**src/rtl/control_unit_multicycle_if.sv**
```systemverilog
// Signal bundle between the multicycle RV64I control FSM (master) and the
// datapath/memory side (slave): decode fields and flags in, strobes and selects out.
interface control_unit_multicycle_if #(
  parameter int CNT_W = 32
);
  logic [6:0]       op;
  logic [2:0]       funct3;
  logic [6:0]       funct7;
  logic             zero;
  logic             lt;
  logic             ltu;
  logic             mem_ready;

  logic             mem_req;
  logic             memWrite;
  logic [2:0]       memType;
  logic             adrSrc;
  logic             irWrite;
  logic             pcWrite;
  logic             regWrite;
  logic [1:0]       ALUSrcA;
  logic [1:0]       ALUSrcB;
  logic [3:0]       ALUControl;
  logic             ALU32;
  logic [2:0]       immSrc;
  logic [1:0]       resultSrc;
  logic             ecall;
  logic             trap;
  logic [1:0]       trap_cause;
  logic [CNT_W-1:0] instret;

  modport master (
    input  op, funct3, funct7, zero, lt, ltu, mem_ready,
    output mem_req, memWrite, memType, adrSrc, irWrite, pcWrite, regWrite,
           ALUSrcA, ALUSrcB, ALUControl, ALU32, immSrc, resultSrc,
           ecall, trap, trap_cause, instret
  );

  modport slave (
    output op, funct3, funct7, zero, lt, ltu, mem_ready,
    input  mem_req, memWrite, memType, adrSrc, irWrite, pcWrite, regWrite,
           ALUSrcA, ALUSrcB, ALUControl, ALU32, immSrc, resultSrc,
           ecall, trap, trap_cause, instret
  );
endinterface

```
**src/rtl/control_unit_multicycle.sv**
```systemverilog
// Multi-cycle RV64I control FSM: sequences fetch/decode/execute/memory/writeback
// over a shared datapath with one memory port, with handshake timeout and sticky trap.
module control_unit_multicycle #(
  parameter bit MEM_HANDSHAKE = 1'b1,
  parameter int MEM_TIMEOUT   = 16,
  parameter bit SUPPORT_W     = 1'b1,
  parameter int CNT_W         = 32
) (
  input logic                       clk,
  input logic                       reset,
  control_unit_multicycle_if.master bus
);

  localparam logic [6:0] OPC_LOAD      = 7'b0000011;
  localparam logic [6:0] OPC_STORE     = 7'b0100011;
  localparam logic [6:0] OPC_OP        = 7'b0110011;
  localparam logic [6:0] OPC_OP_IMM    = 7'b0010011;
  localparam logic [6:0] OPC_OP_32     = 7'b0111011;
  localparam logic [6:0] OPC_OP_IMM_32 = 7'b0011011;
  localparam logic [6:0] OPC_BRANCH    = 7'b1100011;
  localparam logic [6:0] OPC_JAL       = 7'b1101111;
  localparam logic [6:0] OPC_JALR      = 7'b1100111;
  localparam logic [6:0] OPC_LUI       = 7'b0110111;
  localparam logic [6:0] OPC_AUIPC     = 7'b0010111;
  localparam logic [6:0] OPC_SYSTEM    = 7'b1110011;

  localparam logic [3:0] ALU_ADD = 4'b0000;
  localparam logic [3:0] ALU_SUB = 4'b1000;

  localparam logic [2:0] IMM_I = 3'd0;
  localparam logic [2:0] IMM_S = 3'd1;
  localparam logic [2:0] IMM_B = 3'd2;
  localparam logic [2:0] IMM_U = 3'd3;
  localparam logic [2:0] IMM_J = 3'd4;

  localparam logic [1:0] SRCA_PC    = 2'b00;
  localparam logic [1:0] SRCA_OLDPC = 2'b01;
  localparam logic [1:0] SRCA_RS1   = 2'b10;
  localparam logic [1:0] SRCB_RS2   = 2'b00;
  localparam logic [1:0] SRCB_IMM   = 2'b01;
  localparam logic [1:0] SRCB_FOUR  = 2'b10;

  localparam logic [1:0] RES_ALU    = 2'b00;
  localparam logic [1:0] RES_ALUOUT = 2'b01;
  localparam logic [1:0] RES_MEM    = 2'b10;
  localparam logic [1:0] RES_IMM    = 2'b11;

  localparam logic [1:0] CAUSE_NONE     = 2'b00;
  localparam logic [1:0] CAUSE_ILLEGAL  = 2'b01;
  localparam logic [1:0] CAUSE_FETCH_TO = 2'b10;
  localparam logic [1:0] CAUSE_DATA_TO  = 2'b11;

  localparam logic [2:0] MEMTYPE_FETCH = 3'b110;

  // The wait counter only ever holds 0..MEM_TIMEOUT-1; the last value is the final chance.
  localparam int                WAIT_W    = (MEM_TIMEOUT > 1) ? $clog2(MEM_TIMEOUT) : 1;
  localparam logic [WAIT_W-1:0] WAIT_LAST = WAIT_W'(MEM_TIMEOUT - 1);
  localparam logic [WAIT_W-1:0] WAIT_ONE  = WAIT_W'(1);
  localparam logic [CNT_W-1:0]  CNT_ONE   = CNT_W'(1);

  typedef enum logic [3:0] {
    S_FETCH,
    S_DECODE,
    S_MEMADR,
    S_MEMRD,
    S_MEMWB,
    S_MEMWR,
    S_EXEC,
    S_ALUWB,
    S_BRANCH,
    S_JAL,
    S_JALR,
    S_JALR2,
    S_LUI,
    S_AUIPC,
    S_TRAP
  } state_e;

  state_e            state_q, state_d;
  logic [WAIT_W-1:0] wait_q, wait_d;
  logic              trap_q, trap_d;
  logic [1:0]        cause_q, cause_d;
  logic [CNT_W-1:0]  instret_q, instret_d;

  logic       memReady;
  logic       isWOp;
  logic       isImmOp;
  logic       isEcall;
  logic       branchTaken;
  logic       illegal;
  logic [2:0] immType;

  assign memReady = MEM_HANDSHAKE ? bus.mem_ready : 1'b1;
  assign isWOp    = SUPPORT_W && ((bus.op == OPC_OP_32) || (bus.op == OPC_OP_IMM_32));
  assign isImmOp  = (bus.op == OPC_OP_IMM) || (bus.op == OPC_OP_IMM_32);
  assign isEcall  = (bus.op == OPC_SYSTEM) && (bus.funct3 == 3'b000);

  always_comb begin
    case (bus.op)
      OPC_STORE:          immType = IMM_S;
      OPC_BRANCH:         immType = IMM_B;
      OPC_JAL:            immType = IMM_J;
      OPC_LUI, OPC_AUIPC: immType = IMM_U;
      default:            immType = IMM_I;
    endcase
  end

  always_comb begin
    case (bus.funct3)
      3'b000:  branchTaken = bus.zero;
      3'b001:  branchTaken = ~bus.zero;
      3'b100:  branchTaken = bus.lt;
      3'b101:  branchTaken = ~bus.lt;
      3'b110:  branchTaken = bus.ltu;
      3'b111:  branchTaken = ~bus.ltu;
      default: branchTaken = 1'b0;
    endcase
  end

  // Memory states either advance on ready, count another wait cycle, or trap once
  // the last allowed cycle passes without ready. The counter is zero on every entry.
  always_comb begin
    state_d   = state_q;
    wait_d    = '0;
    trap_d    = trap_q;
    cause_d   = cause_q;
    instret_d = instret_q;
    illegal   = 1'b0;
    case (state_q)
      S_FETCH: begin
        if (memReady) begin
          state_d = S_DECODE;
        end else if (wait_q == WAIT_LAST) begin
          state_d = S_TRAP;
          trap_d  = 1'b1;
          cause_d = CAUSE_FETCH_TO;
        end else begin
          wait_d = wait_q + WAIT_ONE;
        end
      end
      S_DECODE: begin
        case (bus.op)
          OPC_LOAD, OPC_STORE:      state_d = S_MEMADR;
          OPC_OP, OPC_OP_IMM:       state_d = S_EXEC;
          OPC_OP_32, OPC_OP_IMM_32: if (SUPPORT_W) state_d = S_EXEC; else illegal = 1'b1;
          OPC_BRANCH:               state_d = S_BRANCH;
          OPC_JAL:                  state_d = S_JAL;
          OPC_JALR:                 state_d = S_JALR;
          OPC_LUI:                  state_d = S_LUI;
          OPC_AUIPC:                state_d = S_AUIPC;
          OPC_SYSTEM:               if (isEcall) state_d = S_FETCH; else illegal = 1'b1;
          default:                  illegal = 1'b1;
        endcase
        if (illegal) begin
          state_d = S_TRAP;
          trap_d  = 1'b1;
          cause_d = CAUSE_ILLEGAL;
        end
      end
      S_MEMADR: state_d = (bus.op == OPC_STORE) ? S_MEMWR : S_MEMRD;
      S_MEMRD, S_MEMWR: begin
        if (memReady) begin
          state_d = (state_q == S_MEMRD) ? S_MEMWB : S_FETCH;
        end else if (wait_q == WAIT_LAST) begin
          state_d = S_TRAP;
          trap_d  = 1'b1;
          cause_d = CAUSE_DATA_TO;
        end else begin
          wait_d = wait_q + WAIT_ONE;
        end
      end
      S_EXEC:  state_d = S_ALUWB;
      S_JALR:  state_d = S_JALR2;
      S_TRAP:  state_d = S_TRAP;
      S_MEMWB, S_ALUWB, S_BRANCH, S_JAL, S_JALR2, S_LUI, S_AUIPC: state_d = S_FETCH;
      default: state_d = S_FETCH;
    endcase
    if ((state_d == S_FETCH) && (state_q != S_FETCH)) begin
      instret_d = instret_q + CNT_ONE;
    end
  end

  always_ff @(posedge clk or posedge reset) begin
    if (reset) begin
      state_q   <= S_FETCH;
      wait_q    <= '0;
      trap_q    <= 1'b0;
      cause_q   <= CAUSE_NONE;
      instret_q <= '0;
    end else begin
      state_q   <= state_d;
      wait_q    <= wait_d;
      trap_q    <= trap_d;
      cause_q   <= cause_d;
      instret_q <= instret_d;
    end
  end

  // Outputs decode from the state register; reset forces them low at once so an
  // in-flight memory request is withdrawn without waiting for a clock edge.
  always_comb begin
    bus.mem_req    = 1'b0;
    bus.memWrite   = 1'b0;
    bus.memType    = 3'b000;
    bus.adrSrc     = 1'b0;
    bus.irWrite    = 1'b0;
    bus.pcWrite    = 1'b0;
    bus.regWrite   = 1'b0;
    bus.ALUSrcA    = SRCA_PC;
    bus.ALUSrcB    = SRCB_RS2;
    bus.ALUControl = ALU_ADD;
    bus.ALU32      = 1'b0;
    bus.immSrc     = IMM_I;
    bus.resultSrc  = RES_ALU;
    bus.ecall      = 1'b0;
    if (!reset) begin
      case (state_q)
        S_FETCH: begin
          bus.mem_req = 1'b1;
          bus.memType = MEMTYPE_FETCH;
          bus.ALUSrcB = SRCB_FOUR;
          bus.irWrite = memReady;
          bus.pcWrite = memReady;
        end
        S_DECODE: begin
          bus.ALUSrcA = SRCA_OLDPC;
          bus.ALUSrcB = SRCB_IMM;
          bus.immSrc  = immType;
          bus.ecall   = isEcall;
        end
        S_MEMADR: begin
          bus.ALUSrcA = SRCA_RS1;
          bus.ALUSrcB = SRCB_IMM;
          bus.immSrc  = immType;
        end
        S_MEMRD: begin
          bus.mem_req = 1'b1;
          bus.adrSrc  = 1'b1;
          bus.memType = bus.funct3;
        end
        S_MEMWB: begin
          bus.resultSrc = RES_MEM;
          bus.regWrite  = 1'b1;
        end
        S_MEMWR: begin
          bus.mem_req  = 1'b1;
          bus.memWrite = 1'b1;
          bus.adrSrc   = 1'b1;
          bus.memType  = bus.funct3;
        end
        S_EXEC: begin
          bus.ALUSrcA = SRCA_RS1;
          bus.ALU32   = isWOp;
          if (isImmOp) begin
            bus.ALUSrcB    = SRCB_IMM;
            bus.ALUControl = (bus.funct3 == 3'b101) ? {bus.funct7[5], bus.funct3}
                                                    : {1'b0, bus.funct3};
          end else begin
            bus.ALUSrcB    = SRCB_RS2;
            bus.ALUControl = {bus.funct7[5], bus.funct3};
          end
        end
        S_ALUWB: begin
          bus.resultSrc = RES_ALUOUT;
          bus.regWrite  = 1'b1;
        end
        S_BRANCH: begin
          bus.ALUSrcA    = SRCA_RS1;
          bus.ALUSrcB    = SRCB_RS2;
          bus.ALUControl = ALU_SUB;
          bus.pcWrite    = branchTaken;
          bus.resultSrc  = RES_ALUOUT;
        end
        S_JAL: begin
          bus.ALUSrcA  = SRCA_OLDPC;
          bus.ALUSrcB  = SRCB_FOUR;
          bus.regWrite = 1'b1;
          bus.pcWrite  = 1'b1;
        end
        S_JALR: begin
          bus.ALUSrcA  = SRCA_OLDPC;
          bus.ALUSrcB  = SRCB_FOUR;
          bus.regWrite = 1'b1;
        end
        S_JALR2: begin
          bus.ALUSrcA = SRCA_RS1;
          bus.ALUSrcB = SRCB_IMM;
          bus.immSrc  = IMM_I;
          bus.pcWrite = 1'b1;
        end
        S_LUI: begin
          bus.immSrc    = IMM_U;
          bus.resultSrc = RES_IMM;
          bus.regWrite  = 1'b1;
        end
        S_AUIPC: begin
          bus.ALUSrcA  = SRCA_OLDPC;
          bus.ALUSrcB  = SRCB_IMM;
          bus.immSrc   = IMM_U;
          bus.regWrite = 1'b1;
        end
        default: ;
      endcase
    end
  end

  assign bus.trap       = trap_q;
  assign bus.trap_cause = cause_q;
  assign bus.instret    = instret_q;

endmodule

```
**src/flat_wrapper.sv**
```systemverilog
// flat-port wrapper written by rule: the top's interface ports become plain ports
module control_unit_multicycle_flat 
#(
  parameter bit MEM_HANDSHAKE = 1'b1,
  parameter int MEM_TIMEOUT   = 16,
  parameter bit SUPPORT_W     = 1'b1,
  parameter int CNT_W         = 32
)
  (clk, reset, bus_op, bus_funct3, bus_funct7, bus_zero, bus_lt, bus_ltu, bus_mem_ready, bus_mem_req, bus_memWrite, bus_memType, bus_adrSrc, bus_irWrite, bus_pcWrite, bus_regWrite, bus_ALUSrcA, bus_ALUSrcB, bus_ALUControl, bus_ALU32, bus_immSrc, bus_resultSrc, bus_ecall, bus_trap, bus_trap_cause, bus_instret);
  control_unit_multicycle_if #(.CNT_W(CNT_W)) bus_i ();
  input logic clk;
  input logic reset;
  input wire logic [$bits(bus_i.op)-1:0] bus_op;
  input wire logic [$bits(bus_i.funct3)-1:0] bus_funct3;
  input wire logic [$bits(bus_i.funct7)-1:0] bus_funct7;
  input wire logic [$bits(bus_i.zero)-1:0] bus_zero;
  input wire logic [$bits(bus_i.lt)-1:0] bus_lt;
  input wire logic [$bits(bus_i.ltu)-1:0] bus_ltu;
  input wire logic [$bits(bus_i.mem_ready)-1:0] bus_mem_ready;
  output wire logic [$bits(bus_i.mem_req)-1:0] bus_mem_req;
  output wire logic [$bits(bus_i.memWrite)-1:0] bus_memWrite;
  output wire logic [$bits(bus_i.memType)-1:0] bus_memType;
  output wire logic [$bits(bus_i.adrSrc)-1:0] bus_adrSrc;
  output wire logic [$bits(bus_i.irWrite)-1:0] bus_irWrite;
  output wire logic [$bits(bus_i.pcWrite)-1:0] bus_pcWrite;
  output wire logic [$bits(bus_i.regWrite)-1:0] bus_regWrite;
  output wire logic [$bits(bus_i.ALUSrcA)-1:0] bus_ALUSrcA;
  output wire logic [$bits(bus_i.ALUSrcB)-1:0] bus_ALUSrcB;
  output wire logic [$bits(bus_i.ALUControl)-1:0] bus_ALUControl;
  output wire logic [$bits(bus_i.ALU32)-1:0] bus_ALU32;
  output wire logic [$bits(bus_i.immSrc)-1:0] bus_immSrc;
  output wire logic [$bits(bus_i.resultSrc)-1:0] bus_resultSrc;
  output wire logic [$bits(bus_i.ecall)-1:0] bus_ecall;
  output wire logic [$bits(bus_i.trap)-1:0] bus_trap;
  output wire logic [$bits(bus_i.trap_cause)-1:0] bus_trap_cause;
  output wire logic [$bits(bus_i.instret)-1:0] bus_instret;
  assign bus_i.op = bus_op;
  assign bus_i.funct3 = bus_funct3;
  assign bus_i.funct7 = bus_funct7;
  assign bus_i.zero = bus_zero;
  assign bus_i.lt = bus_lt;
  assign bus_i.ltu = bus_ltu;
  assign bus_i.mem_ready = bus_mem_ready;
  assign bus_mem_req = bus_i.mem_req;
  assign bus_memWrite = bus_i.memWrite;
  assign bus_memType = bus_i.memType;
  assign bus_adrSrc = bus_i.adrSrc;
  assign bus_irWrite = bus_i.irWrite;
  assign bus_pcWrite = bus_i.pcWrite;
  assign bus_regWrite = bus_i.regWrite;
  assign bus_ALUSrcA = bus_i.ALUSrcA;
  assign bus_ALUSrcB = bus_i.ALUSrcB;
  assign bus_ALUControl = bus_i.ALUControl;
  assign bus_ALU32 = bus_i.ALU32;
  assign bus_immSrc = bus_i.immSrc;
  assign bus_resultSrc = bus_i.resultSrc;
  assign bus_ecall = bus_i.ecall;
  assign bus_trap = bus_i.trap;
  assign bus_trap_cause = bus_i.trap_cause;
  assign bus_instret = bus_i.instret;
  control_unit_multicycle #(.MEM_HANDSHAKE(MEM_HANDSHAKE), .MEM_TIMEOUT(MEM_TIMEOUT), .SUPPORT_W(SUPPORT_W), .CNT_W(CNT_W)) u_core (.clk(clk), .reset(reset), .bus(bus_i));
endmodule
```
**config.mk**
```make
export PLATFORM = sky130hd
export DESIGN_NAME = control_unit_multicycle_flat
export DESIGN_NICKNAME = d
export VERILOG_FILES = /design/src/rtl/control_unit_multicycle_if.sv /design/src/rtl/control_unit_multicycle.sv /design/src/flat_wrapper.sv
export SDC_FILE = /design/constraint.sdc
export NUM_CORES = 1
export LEC_CHECK = 0
export BUFFER_PORTS_ARGS = -buffer_cell sky130_fd_sc_hd__buf_2
export CAP_MARGIN = 0
export CORE_MARGIN = 5
export CORE_UTILIZATION = 47
export DETAILED_ROUTE_END_ITERATION = 8
export PLACE_DENSITY = 0.87
export SYNTH_ARGS = -nofsm -noshare
export SYNTH_HDL_FRONTEND = slang
export SYNTH_SLANG_ARGS = --single-unit
```
**constraint.sdc**
```tcl
create_clock -name clk -period 2.25 [get_ports clk]
set_clock_uncertainty 0.2 [all_clocks]
set_input_delay 0.3375 -clock clk [delete_from_list [all_inputs] [get_ports clk]]
set_output_delay 0.3375 -clock clk [all_outputs]
set_load 0.03 [all_outputs]
```
Yosys cells after proc, flatten, opt, wreduce, memory -nomap -nowiden
Cells that the tools add are included.

Register bits: 43. Input bits: 23. Output and inout bits: 59. Logic and storage cells: 134.

Add/sub/neg operators: 2. Equality and inequality tests: 39. Multiplexer cells: 58. Bitwise gates (word level): 3. Reduce and logical (&&, ||, !) cells: 27.

Operators by type and width (count): 4-bit 2-to-1 mux (11); 32-bit by 1-bit adder with 32-bit output (second input constant) (1); 4-bit == test (second input constant) (8); 4-bit case mux with 8 select lines (1); 7-bit by 6-bit == test with 1-bit output (second input constant) (4); 7-bit == test (second input constant) (4); 4-bit case mux with 7 select lines (1); 7-bit by 5-bit == test with 1-bit output (second input constant) (3); 1-bit 2-to-1 mux (21); 2-bit case mux with 3 select lines (3); 4-bit by 3-bit == test with 1-bit output (second input constant) (4); 2-bit 2-to-1 mux (8); 4-bit OR reduction (4); 2-bit OR reduction (7); 3-bit == test (second input constant) (4); 3-bit 2-to-1 mux (4); 3-bit case mux with 2 select lines (2); 3-bit case mux with 4 select lines (1); 11-bit OR reduction (1); 4-bit by 2-bit == test with 1-bit output (second input constant) (2); 4-bit logical NOT (2); 2-bit by 1-bit != test with 1-bit output (second input constant) (4); 4-bit case mux with 2 select lines (1); 7-bit by 2-bit == test with 1-bit output (second input constant) (1); other kinds (19) (27).

Depth between registers and ports, before layout
Gate-level depths: netlist (run 1).

Word-level depth: 9. Mapped depth: 10.

Least setup slack after synthesis (run 1)
Ideal clock, no wire load.

Kind: in2out. Start: input reset. End: output bus_immSrc[2]. Data arrival time: 2.353 ns. Required time: 1.712 ns. Slack: -0.641 ns. Cell stages on the path: 3. Buffers on the path: 0. Cell sequence: inv_1 -> nand3_1 -> nor4_1.

Word-level cells in the longest chain between the ends: 1.

Ends and longest elaborated chain: start: declaration (line flat_wrapper.sv:12) `input logic reset;`; 3-bit 2-to-1 mux (line control_unit_multicycle.sv:216) `if (!reset) begin`; end: declaration (line flat_wrapper.sv:31) `output wire logic [$bits(bus_i.immSrc)-1:0] bus_immSrc;`.

No other way between the ends.

Final worst setup path (run 1)
Start: register u_core.state_q[0]. End: register u_core.instret_q[23] (netlist: u_core.bus.instret[23]).

Word-level cells in the longest chain between the ends: 6. Elaborated cells between the ends (all ways): 20.

Ends and longest elaborated chain: start: declaration (line control_unit_multicycle.sv:79) `state_e state_q, state_d;`; start signal: assignment (line control_unit_multicycle.sv:191) `state_q <= state_d;`; 4-bit 2-to-1 mux / 4-bit by 2-bit == test with 1-bit output (equally long branches) (line control_unit_multicycle.sv:151, control_unit_multicycle.sv:129, control_unit_multicycle.sv:163); 4-bit case mux with 8 select lines / 3-bit 2-to-1 mux (equally long branches) (line control_unit_multicycle.sv:142, control_unit_multicycle.sv:163); 4-bit 2-to-1 mux, on equally long branches (line control_unit_multicycle.sv:154, control_unit_multicycle.sv:162); 4-bit case mux with 7 select lines (line control_unit_multicycle.sv:129) `case (state_q)`; 4-bit logical NOT (line control_unit_multicycle.sv:178) `if ((state_d == S_FETCH) && (state_q != S_FETCH)) begin`; 1-bit logical AND (*) (line control_unit_multicycle.sv:178); end signal: assignment (line control_unit_multicycle.sv:195) `instret_q <= instret_d;`; end: declaration (line control_unit_multicycle.sv:83) `logic [CNT_W-1:0] instret_q, instret_d;`.

Every way passes the cells marked *; elsewhere a longest branch is shown, timed or not. A chain may end at the register's enable or synchronous reset.

==> impl_metrics.env, run 1 <==
export IMPL_cts_root_buf="clkbuf_8"
export IMPL_netlist_instances=307
export IMPL_power_leakage_nw=2.14
export IMPL_cp_max_fo=6
export IMPL_clock_sinks=43
export IMPL_grt_max_degree=44
export IMPL_setup_viol=56
export IMPL_synth_seq_cells=43
export IMPL_drc=0
export IMPL_rrSetupSlack_ns=-0.51
export IMPL_async_flop_share_pct=100
export IMPL_areaGrowthSynthToFinish_pct=64.6
export IMPL_synth_flop_cell="dfrtp_1"
export IMPL_gp_congestion=0.919
export IMPL_cts_buffer_depth=2
export IMPL_fillers=285
export IMPL_syn_nets=332
export IMPL_cp_arrival_ns=2.78
export IMPL_clk_pin_slew_worst_paths_ns=0.08
export IMPL_drtPass1Iterations=6
export IMPL_grt_overflow=0
export IMPL_synth_edf_count=0
export IMPL_tightestPinTransition_ns=0.556
export IMPL_htree_levels=2
export IMPL_clkLatencyLatePin_ns=0.31
export IMPL_slew_headroom_pct=62.9
export IMPL_period_needed_ns=2.76
export IMPL_grt_usage_pct=27.5
export IMPL_ys_top_cells_by_area="dfrtp_1 (39%), xnor2_1 (11%), nand3_1 (4.6%)"
export IMPL_yosysTopAreaCell="dfrtp_1"
export IMPL_via_count=3543
export IMPL_drt_initial_drc_count=408
export IMPL_die_w_um=86.4
export IMPL_final_common_cell="buf_4"
export IMPL_dp_hpwl_um=6500
export IMPL_violations="setup timing"
export IMPL_sequential_cell_area_um2=1080
export IMPL_synth_warnings=0
export IMPL_crit_type="register to register"
export IMPL_min_path_type="register to register"
export IMPL_grt_first_pass_wirelength_um=16400
export IMPL_antenna_cells=0
export IMPL_synth_avg_cell_area_um2=8.93
export IMPL_fmax_ghz=0.363
export IMPL_final_cell_mix="buf_4 (82), buf_2 (52), dfrtp_1 (37), xnor2_1 (29), buf_6 (21)"
export IMPL_drv_cap=0
export IMPL_setup_ws_ns=-0.507
export IMPL_synth_top_area_share_pct=39.2
export IMPL_hold_buffers=0
export IMPL_io_pins=82
export IMPL_timing_hold_ws_ns=0.272
export IMPL_critPathLaunch="u_core.state_q[0]$_DFF_PP0_"
export IMPL_ir_drop_mv=0.837
export IMPL_synth_distinct_cells=57
export IMPL_hold_viol=0
export IMPL_synth_area_um2=2740
export IMPL_wl_per_cell_um=24.1
export IMPL_antenna_found_initial=0
export IMPL_seq_area_frac_synth_pct=39.2
export IMPL_placementRows=27
export IMPL_grt_pass1_vias=3212
export IMPL_port_buffers=75
export IMPL_ant_nets=0
export IMPL_die_y_um=86.4
export IMPL_layout_drive_gt1_share_pct=54.6
export IMPL_worst_setup_path_start_kind="register"
export IMPL_cts_buffers=5
export IMPL_status="finished, violations left"
export IMPL_min_period_over_period_pct=123
export IMPL_slew_violations=0
export IMPL_rsz0062_at_grt="yes"
export IMPL_via_per_inst=6.66
export IMPL_worstReg2RegStart="u_core.state_q[0]$_DFF_PP0_"
export IMPL_p_per_area_nw_per_um2=1220
export IMPL_worstSetupEndpointType="register"
export IMPL_die_area_um2=7460
export IMPL_fin_nets=484
export IMPL_fin_total_pwr_mw=5.49
export IMPL_multi_input_area_um2=1920
export IMPL_cts_tree="done"
export IMPL_routed_wl_um=12800
export IMPL_worstHoldStart="u_core.bus.instret[31]$_DFFE_PP0P_"
export IMPL_fin_setup_tns_ns=-16.68
export IMPL_required_ns=2.27
export IMPL_core_um2=5570
export IMPL_initial_core_util_pct=49.2
## path summary, 6_finish.rpt
check,depth (start not counted),endpoint
max reg2reg,9,u_core.bus.instret[23]$_DFFE_PP0P_
min reg2reg,1,u_core.bus.instret[31]$_DFFE_PP0P_
max,9,u_core.bus.instret[23]$_DFFE_PP0P_
max in group asynchronous,4,u_core.bus.instret[9]$_DFFE_PP0P_
min,1,u_core.bus.instret[31]$_DFFE_PP0P_
min in group asynchronous,4,u_core.wait_q[1]$_DFF_PP0_
## power by group
group | internal, mW | total, mW | switching, mW
Sequential | 0.880 | 1.04 | 0.160
Combinational | 1.83 | 3.89 | 2.06
Clock | 0.280 | 0.559 | 0.278
## area by class of cell
type	instances	area share [%]
Clock buffer	8	2.22
Inverter	11	1.16
Tap cell	72	2.00
Multi-Input combinational cell	236	42.5
Sequential cell	43	24.0
Timing Repair Buffer	162	28.1
## state kept, by name, indices dropped and copies added (netlist names)
| register | flops |
|---|---|
| u_core.bus.trap_cause | 2 |
| u_core.bus.instret | 32 |
| u_core.state_q | 4 |
| u_core.wait_q | 4 |
| u_core.bus.trap | 1 |
## cell usage after synthesis, types with 2 or more instances
library cell,instances
a21oi_1,13
a31oi_1,4
a32oi_1,2
and2_1,4
and3_1,18
and4_1,3
buf_2,3
buf_4,2
buf_6,4
clkbuf_1,7
dfrtp_1,43
ha_1,2
inv_1,10
nand2_1,22
nand2b_1,3
nand3_1,25
nand4_1,14
nand4b_1,2
nor2_1,20
nor2b_1,4
nor3_1,10
nor3_2,2
nor4_1,3
o21ai_0,10
o31a_1,2
o31ai_1,2
or2_2,2
or3_1,5
xnor2_1,36
xor2_1,3
## worst max-delay path, stage by stage (launching register included)
cell and delay [ns]:
dfrtp_2 0.48, xnor2_2 0.21, mux2i_4 0.22, nor3_2 0.11, o21ai_1 0.23, o2111a_1 0.25, and4bb_4 0.39, clkbuf_16 0.20
nand4_1 0.13, xnor2_1 0.24
## what timing repair did
item / 4_1_cts / 5_1_grt
gates cloned: 1 / 2
endpoints found under the hold margin: 0 / 0
pin swaps: 13 / 16
setup buffers: 12 / 5
setup endpoints to repair: 52 / 56
gates resized for setup: 63 / 53
## cell families after synthesis
family / after synthesis / share of synthesized area (%)
xor+xnor: 39 / 12.5
compound gates: 46 / 11.0
flops: 43 / 39.2
simple gates: 146 / 29.8
mux: 3 / 1.19
buf+inv: 28 / 5.34
fa+ha+maj: 2 / 0.912
## routing by layer
metal	GRT usage, %	up-vias	share of wire, %	wire length, um
li1	-	1412	-	-
met1	34.9	1654	35	4490
met2	47.6	365	46	5950
met3	4.75	112	12	1480
met4	8.50	0	6.9	886
met5	0	-	0	0
## through the flow
stage	worst slack (ns)	instance area, um2	utilization [%]	cells
CTS	-0.177	4190	75.1	525
floorplan	-0.166	2880	-	307
global placement	-0.246	3760	67.5	504
finish	-0.507	4510	81.0	532
global route	-0.547	4510	81.0	532
detailed placement	-0.290	3760	67.5	504
Power figures use the tool's default switching activity.
==> run 2, diff against run 1 <==
- CORE_UTILIZATION: 47 -> 50
- PLACE_DENSITY: 0.87 -> 0.88
- SLEW_MARGIN: not set -> 10
- clock period: 2.25 -> 2.6 ns (I/O delays scaled with it)
==> impl_metrics.env, run 2 (same netlist as run 1, synthesis figures left out) <==
export IMPL_status="finished clean"
export IMPL_setup_viol=0
export IMPL_core_um2=5410
export IMPL_via_count=2817
export IMPL_final_cell_mix="buf_2 (71), dfrtp_1 (41), xnor2_1 (35), buf_4 (27), nand3_1 (25)"
export IMPL_power_switching_mw=1.51
export IMPL_dp_hpwl_um=5210
export IMPL_cp_max_fo=4
export IMPL_cts_tree="done"
export IMPL_port_buffers=75
export IMPL_slew_violations=0
export IMPL_slew_headroom_pct=64.4
export IMPL_cp_arrival_ns=1.97
export IMPL_drtPass1Iterations=5
export IMPL_pre_cts_ws_ns=-0.00782
export IMPL_rsz0062_at_grt="yes"
export IMPL_placementRows=27
export IMPL_period_needed_ns=2.56
export IMPL_clk_pin_slew_worst_paths_ns=0.07
export IMPL_switching_share_pct=45.1
export IMPL_htree_levels=2
export IMPL_drc=0
export IMPL_min_path_type="input pin to asynchronous set/reset pin"
export IMPL_combPwrFrac_pct=59.9
export IMPL_grt_overflow=0
export IMPL_grt_first_pass_wirelength_um=11700
export IMPL_fin_nets=427
export IMPL_final_common_cell="buf_2"
export IMPL_hold_viol=0
export IMPL_fin_cells=475
export IMPL_min_period_over_period_pct=98.5
export IMPL_via_per_inst=5.93
export IMPL_initial_core_util_pct=50.7
export IMPL_cts_buffers=5
export IMPL_ir_drop_mv=0.769
export IMPL_fmax_ghz=0.391
export IMPL_die_w_um=84.1
export IMPL_fin_setup_tns_ns=0
export IMPL_clkLatencyLatePin_ns=0.30
export IMPL_die_y_um=84.1
export IMPL_die_area_um2=7070
export IMPL_crit_type="register to output port"
export IMPL_grt_max_degree=39
export IMPL_tightestPinTransition_ns=0.529
export IMPL_largest_reg_flops=32
export IMPL_power_leakage_nw=1.71
export IMPL_slowest_delay_ns=0.46
export IMPL_timing_hold_ws_ns=0.0827
export IMPL_cp_slowest_cell="dfrtp_2"
export IMPL_routed_wl_um=8050
export IMPL_layout_drive_gt1_share_pct=35.2
export IMPL_worstSetupEndpointType="output port"
export IMPL_io_pins=82
export IMPL_pwr_share_seq_pct=26.4
export IMPL_internal_power_mw=1.84
export IMPL_path_buf_inv=2
export IMPL_ant_nets=0
export IMPL_antenna_cells=0
export IMPL_clkPwrFrac_pct=13.7
export IMPL_cts_root_buf="clkbuf_8"
export IMPL_wl_per_cell_um=17.0
export IMPL_grt_pass1_vias=2543
export IMPL_dp_cells=459
export IMPL_drt_initial_drc_count=346
export IMPL_areaGrowthSynthToFinish_pct=30.6
export IMPL_required_ns=2.01
export IMPL_fin_total_pwr_mw=3.35
export IMPL_grt_usage_pct=19.9
export IMPL_crit_path_cell_trace="buf_6, xnor2_2, mux2i_4, or3_1, a21oi_1, clkbuf_4"
export IMPL_p_per_area_nw_per_um2=935
export IMPL_antenna_found_initial=0
export IMPL_drv_cap=0
export IMPL_setup_ws_ns=0.0397
export IMPL_cp_top_family="flip-flops"
export IMPL_worst_setup_path_start_kind="register"
export IMPL_gp_congestion=0.927
export IMPL_clock_sinks=43
export IMPL_cts_buffer_depth=2
[run 2: routing by layer]
metal,vias up,part of all wire [%],track usage [%]
met5,-,0,0
met4,0,3.0,7.16
met3,28,5.5,3.16
met2,127,50,32.0
met1,1369,42,26.9
li1,1293,-,-
[run 2: path summary, 6_finish.rpt]
path / start / to / slack [ns] / cells past startpoint
max: u_core.state_q[1]$_DFF_PP0_ / bus_memType[2] / 0.04 / 6
min reg2reg: u_core.bus.instret[31]$_DFFE_PP0P_ / u_core.bus.instret[31]$_DFFE_PP0P_ / 0.27 / 1
max in group asynchronous: reset / u_core.state_q[1]$_DFF_PP0_ / 1.60 / 3
min: reset / u_core.state_q[3]$_DFF_PP0_ / 0.08 / 3
max reg2reg: u_core.state_q[1]$_DFF_PP0_ / u_core.bus.instret[5]$_DFFE_PP0P_ / 0.05 / 10
min in group clk: u_core.bus.instret[31]$_DFFE_PP0P_ / u_core.bus.instret[31]$_DFFE_PP0P_ / 0.27 / 1
[run 2: cell type report]
type / instances / area (um2)
clock buffers: 8 / 100
fillers: 423 / 1820
inverters: 11 / 45.0
multi-input cells: 236 / 1610
flip-flops and latches: 43 / 1080
well taps: 72 / 90.1
repair buffers: 105 / 662
[run 2: power groups by stage]
stage               Sequential (mW)  Clock (mW)  Combinational [mW]
global route                  0.894       0.494                2.13
floorplan                     0.944           0                1.06
detailed placement            0.882           0                1.51
global placement              0.873           0                1.48
CTS                           0.866       0.460                1.56
finish                        0.883       0.459                2.01
[run 2: repair_timing]
| action | in CTS | in global routing |
|---|---|---|
| gates resized for setup | 6 | 23 |
| hold buffers | 0 | 0 |
| setup endpoints to repair | 2 | 36 |
| gates cloned | 0 | 2 |
| endpoints found under the hold margin | 0 | 0 |
| setup buffers | 2 | 4 |
| pin swaps | 0 | 6 |
[run 2: worst register-to-register path, stage by stage, from the launching register on]
cell       delay [ns]
dfrtp_2          0.46
buf_6            0.15
xnor2_2          0.15
mux2i_4          0.21
nor3_4           0.09
o21ai_1          0.16
o2111a_1         0.22
and4bb_4         0.34
clkbuf_16        0.20
nand3_1          0.10
xnor2_1          0.15
[run 2: per-stage QoR]
step	utilization, %	cell area, um2
floorplan	-	2750
global placement	60.8	3280
detailed placement	60.8	3280
CTS	63.1	3410
global route	66.3	3580
finish	66.3	3580
==> run 3, diff against run 2 <==
- CORE_UTILIZATION: 50 -> 47
- PLACE_DENSITY: 0.88 -> 0.87
- clock period: 2.6 -> 2.35 ns (I/O delays scaled with it)
==> impl_metrics.env, run 3 (same netlist as run 1, synthesis figures left out) <==
export IMPL_setup_ws_ns=-0.199
export IMPL_rrSetupSlack_ns=-0.16
export IMPL_tightestPinTransition_ns=0.546
export IMPL_worstReg2RegStart="u_core.state_q[0]$_DFF_PP0_"
export IMPL_drtPass1Iterations=6
export IMPL_drt_initial_drc_count=438
export IMPL_drv_cap=0
export IMPL_required_ns=1.80
export IMPL_switching_share_pct=44.9
export IMPL_grt_max_degree=44
export IMPL_dp_hpwl_um=5830
export IMPL_wl_per_cell_um=21.4
export IMPL_grt_pass1_vias=2980
export IMPL_ir_drop_mv=1.37
export IMPL_setup_viol=48
export IMPL_cp_arrival_ns=2.00
export IMPL_p_per_area_nw_per_um2=1060
export IMPL_status="finished, violations left"
export IMPL_die_y_um=86.4
export IMPL_io_pins=82
export IMPL_clock_sinks=43
export IMPL_hold_buffers=0
export IMPL_clkPwrFrac_pct=13.7
export IMPL_die_area_um2=7460
export IMPL_fin_nets=469
export IMPL_internal_power_mw=2.49
export IMPL_crit_type="register to output port"
export IMPL_core_um2=5570
export IMPL_cts_tree="done"
export IMPL_layout_drive_gt1_share_pct=51.0
export IMPL_die_w_um=86.4
export IMPL_fin_total_pwr_mw=4.53
export IMPL_period_needed_ns=2.55
export IMPL_violations="setup timing"
export IMPL_hold_viol=0
export IMPL_worstSetupEndpointType="output port"
export IMPL_placementRows=27
export IMPL_areaGrowthSynthToFinish_pct=55.2
export IMPL_drc=0
export IMPL_fin_setup_tns_ns=-4.14
export IMPL_cts_root_buf="clkbuf_8"
export IMPL_power_switching_mw=2.03
export IMPL_ant_nets=0
export IMPL_via_count=3263
export IMPL_final_common_cell="buf_4"
export IMPL_combPwrFrac_pct=64.3
export IMPL_cts_buffer_depth=2
export IMPL_largest_reg_flops=32
export IMPL_critPathLaunch="u_core.state_q[1]$_DFF_PP0_"
export IMPL_slew_violations=0
export IMPL_pwr_share_seq_pct=22.0
export IMPL_via_per_inst=6.31
export IMPL_min_path_type="input pin to asynchronous set/reset pin"
export IMPL_rr_worst_depth=9
export IMPL_min_period_over_period_pct=108
export IMPL_fmax_ghz=0.392
export IMPL_routed_wl_um=11100
export IMPL_initial_core_util_pct=49.2
export IMPL_slew_headroom_pct=63.6
export IMPL_final_cell_mix="buf_4 (62), buf_2 (61), dfrtp_1 (36), xnor2_1 (34), nand2_1 (19)"
export IMPL_antenna_cells=0
export IMPL_grt_first_pass_wirelength_um=14600
export IMPL_r2r_end="u_core.bus.instret[9]$_DFFE_PP0P_"
export IMPL_cts_buffers=5
export IMPL_port_buffers=75
export IMPL_power_leakage_nw=2.02
export IMPL_htree_levels=2
export IMPL_clkLatencyLatePin_ns=0.30
export IMPL_rsz0062_at_grt="yes"
export IMPL_worst_setup_path_start_kind="register"
export IMPL_grt_overflow=0
export IMPL_endpoint="bus_ALUSrcA[0]"
export IMPL_grt_usage_pct=24.2
export IMPL_antenna_found_initial=0
export IMPL_cp_max_fo=5
export IMPL_clk_pin_slew_worst_paths_ns=0.09
export IMPL_fillers=317
export IMPL_gp_congestion=0.901
[run 3: worst min-delay path by stage]
stage / from / slack [ns] / cells past startpoint / to
final: reset / 0.15 / 3 / u_core.bus.trap_cause[1]$_DFFE_PP0P_
after global placement: u_core.bus.instret[31]$_DFFE_PP0P_ / 0.25 / 1 / u_core.bus.instret[31]$_DFFE_PP0P_
after detailed placement: u_core.bus.trap$_DFFE_PP0P_ / 0.25 / 1 / u_core.bus.trap$_DFFE_PP0P_
after CTS: reset / 0.15 / 3 / u_core.bus.instret[0]$_DFFE_PP0P_
after global routing: reset / 0.20 / 3 / u_core.bus.trap_cause[1]$_DFFE_PP0P_
after floorplan: reset / 0.16 / 1 / u_core.bus.instret[0]$_DFFE_PP0P_
[run 3: what timing repair did]
action / 4_1_cts / 5_1_grt
resized for setup: 47 / 48
setup buffers: 7 / 11
endpoints found under the setup margin: 36 / 49
gates cloned: 0 / 2
pin swaps: 14 / 10
hold endpoints to repair: 0 / 0
[run 3: power by group through the flow]
stage | Combinational (mW) | Sequential [mW] | Clock (mW)
after global placement | 2.05 | 0.957 | 0
after global routing | 3.02 | 1.01 | 0.659
after CTS | 2.37 | 0.970 | 0.610
after detailed placement | 2.10 | 0.966 | 0
after floorplan | 1.23 | 1.04 | 0
final | 2.91 | 0.998 | 0.620
[run 3: cell type report]
class	instances	area, um2	share of cell area [%]
multi-input combinational	236	1810	42.6
timing repair buffer	147	1100	25.8
sequential	43	1080	25.5
tap	72	90.1	2.12
clock buffer	6	82.6	1.94
inverter	11	50.0	1.18
clock inverter	2	35.0	0.823
[run 3: stage by stage]
step | instance area (um2) | hold WS [ns] | cells | worst slack, ns | util (%)
2_1_floorplan | 2820 | 0.160 | 307 | -0.0955 | -
3_3_place_gp | 3600 | 0.254 | 489 | -0.154 | 64.5
3_5_place_dp | 3600 | 0.248 | 489 | -0.226 | 64.5
4_1_cts | 3940 | 0.149 | 504 | -0.0732 | 70.6
5_1_grt | 4260 | 0.203 | 517 | -0.301 | 76.3
6_report | 4260 | 0.155 | 517 | -0.199 | 76.3
[run 3: worst max-delay path, cell delays in order (launching register included)]
cell,delay (ns)
dfrtp_2,0.51
inv_4,0.09
nor2_4,0.15
buf_4,0.15
nand2_2,0.12
a21oi_2,0.21
a21oi_1,0.08
nor2_1,0.17
buf_4,0.20
[run 3: metal layers]
metal  wire [um]  up-vias  track usage, %
met5           0        -               0
met4         629        0            11.0
met3         962       82            3.80
met2        5280      243            39.9
met1        4190     1560            31.0
li1            -     1378               -
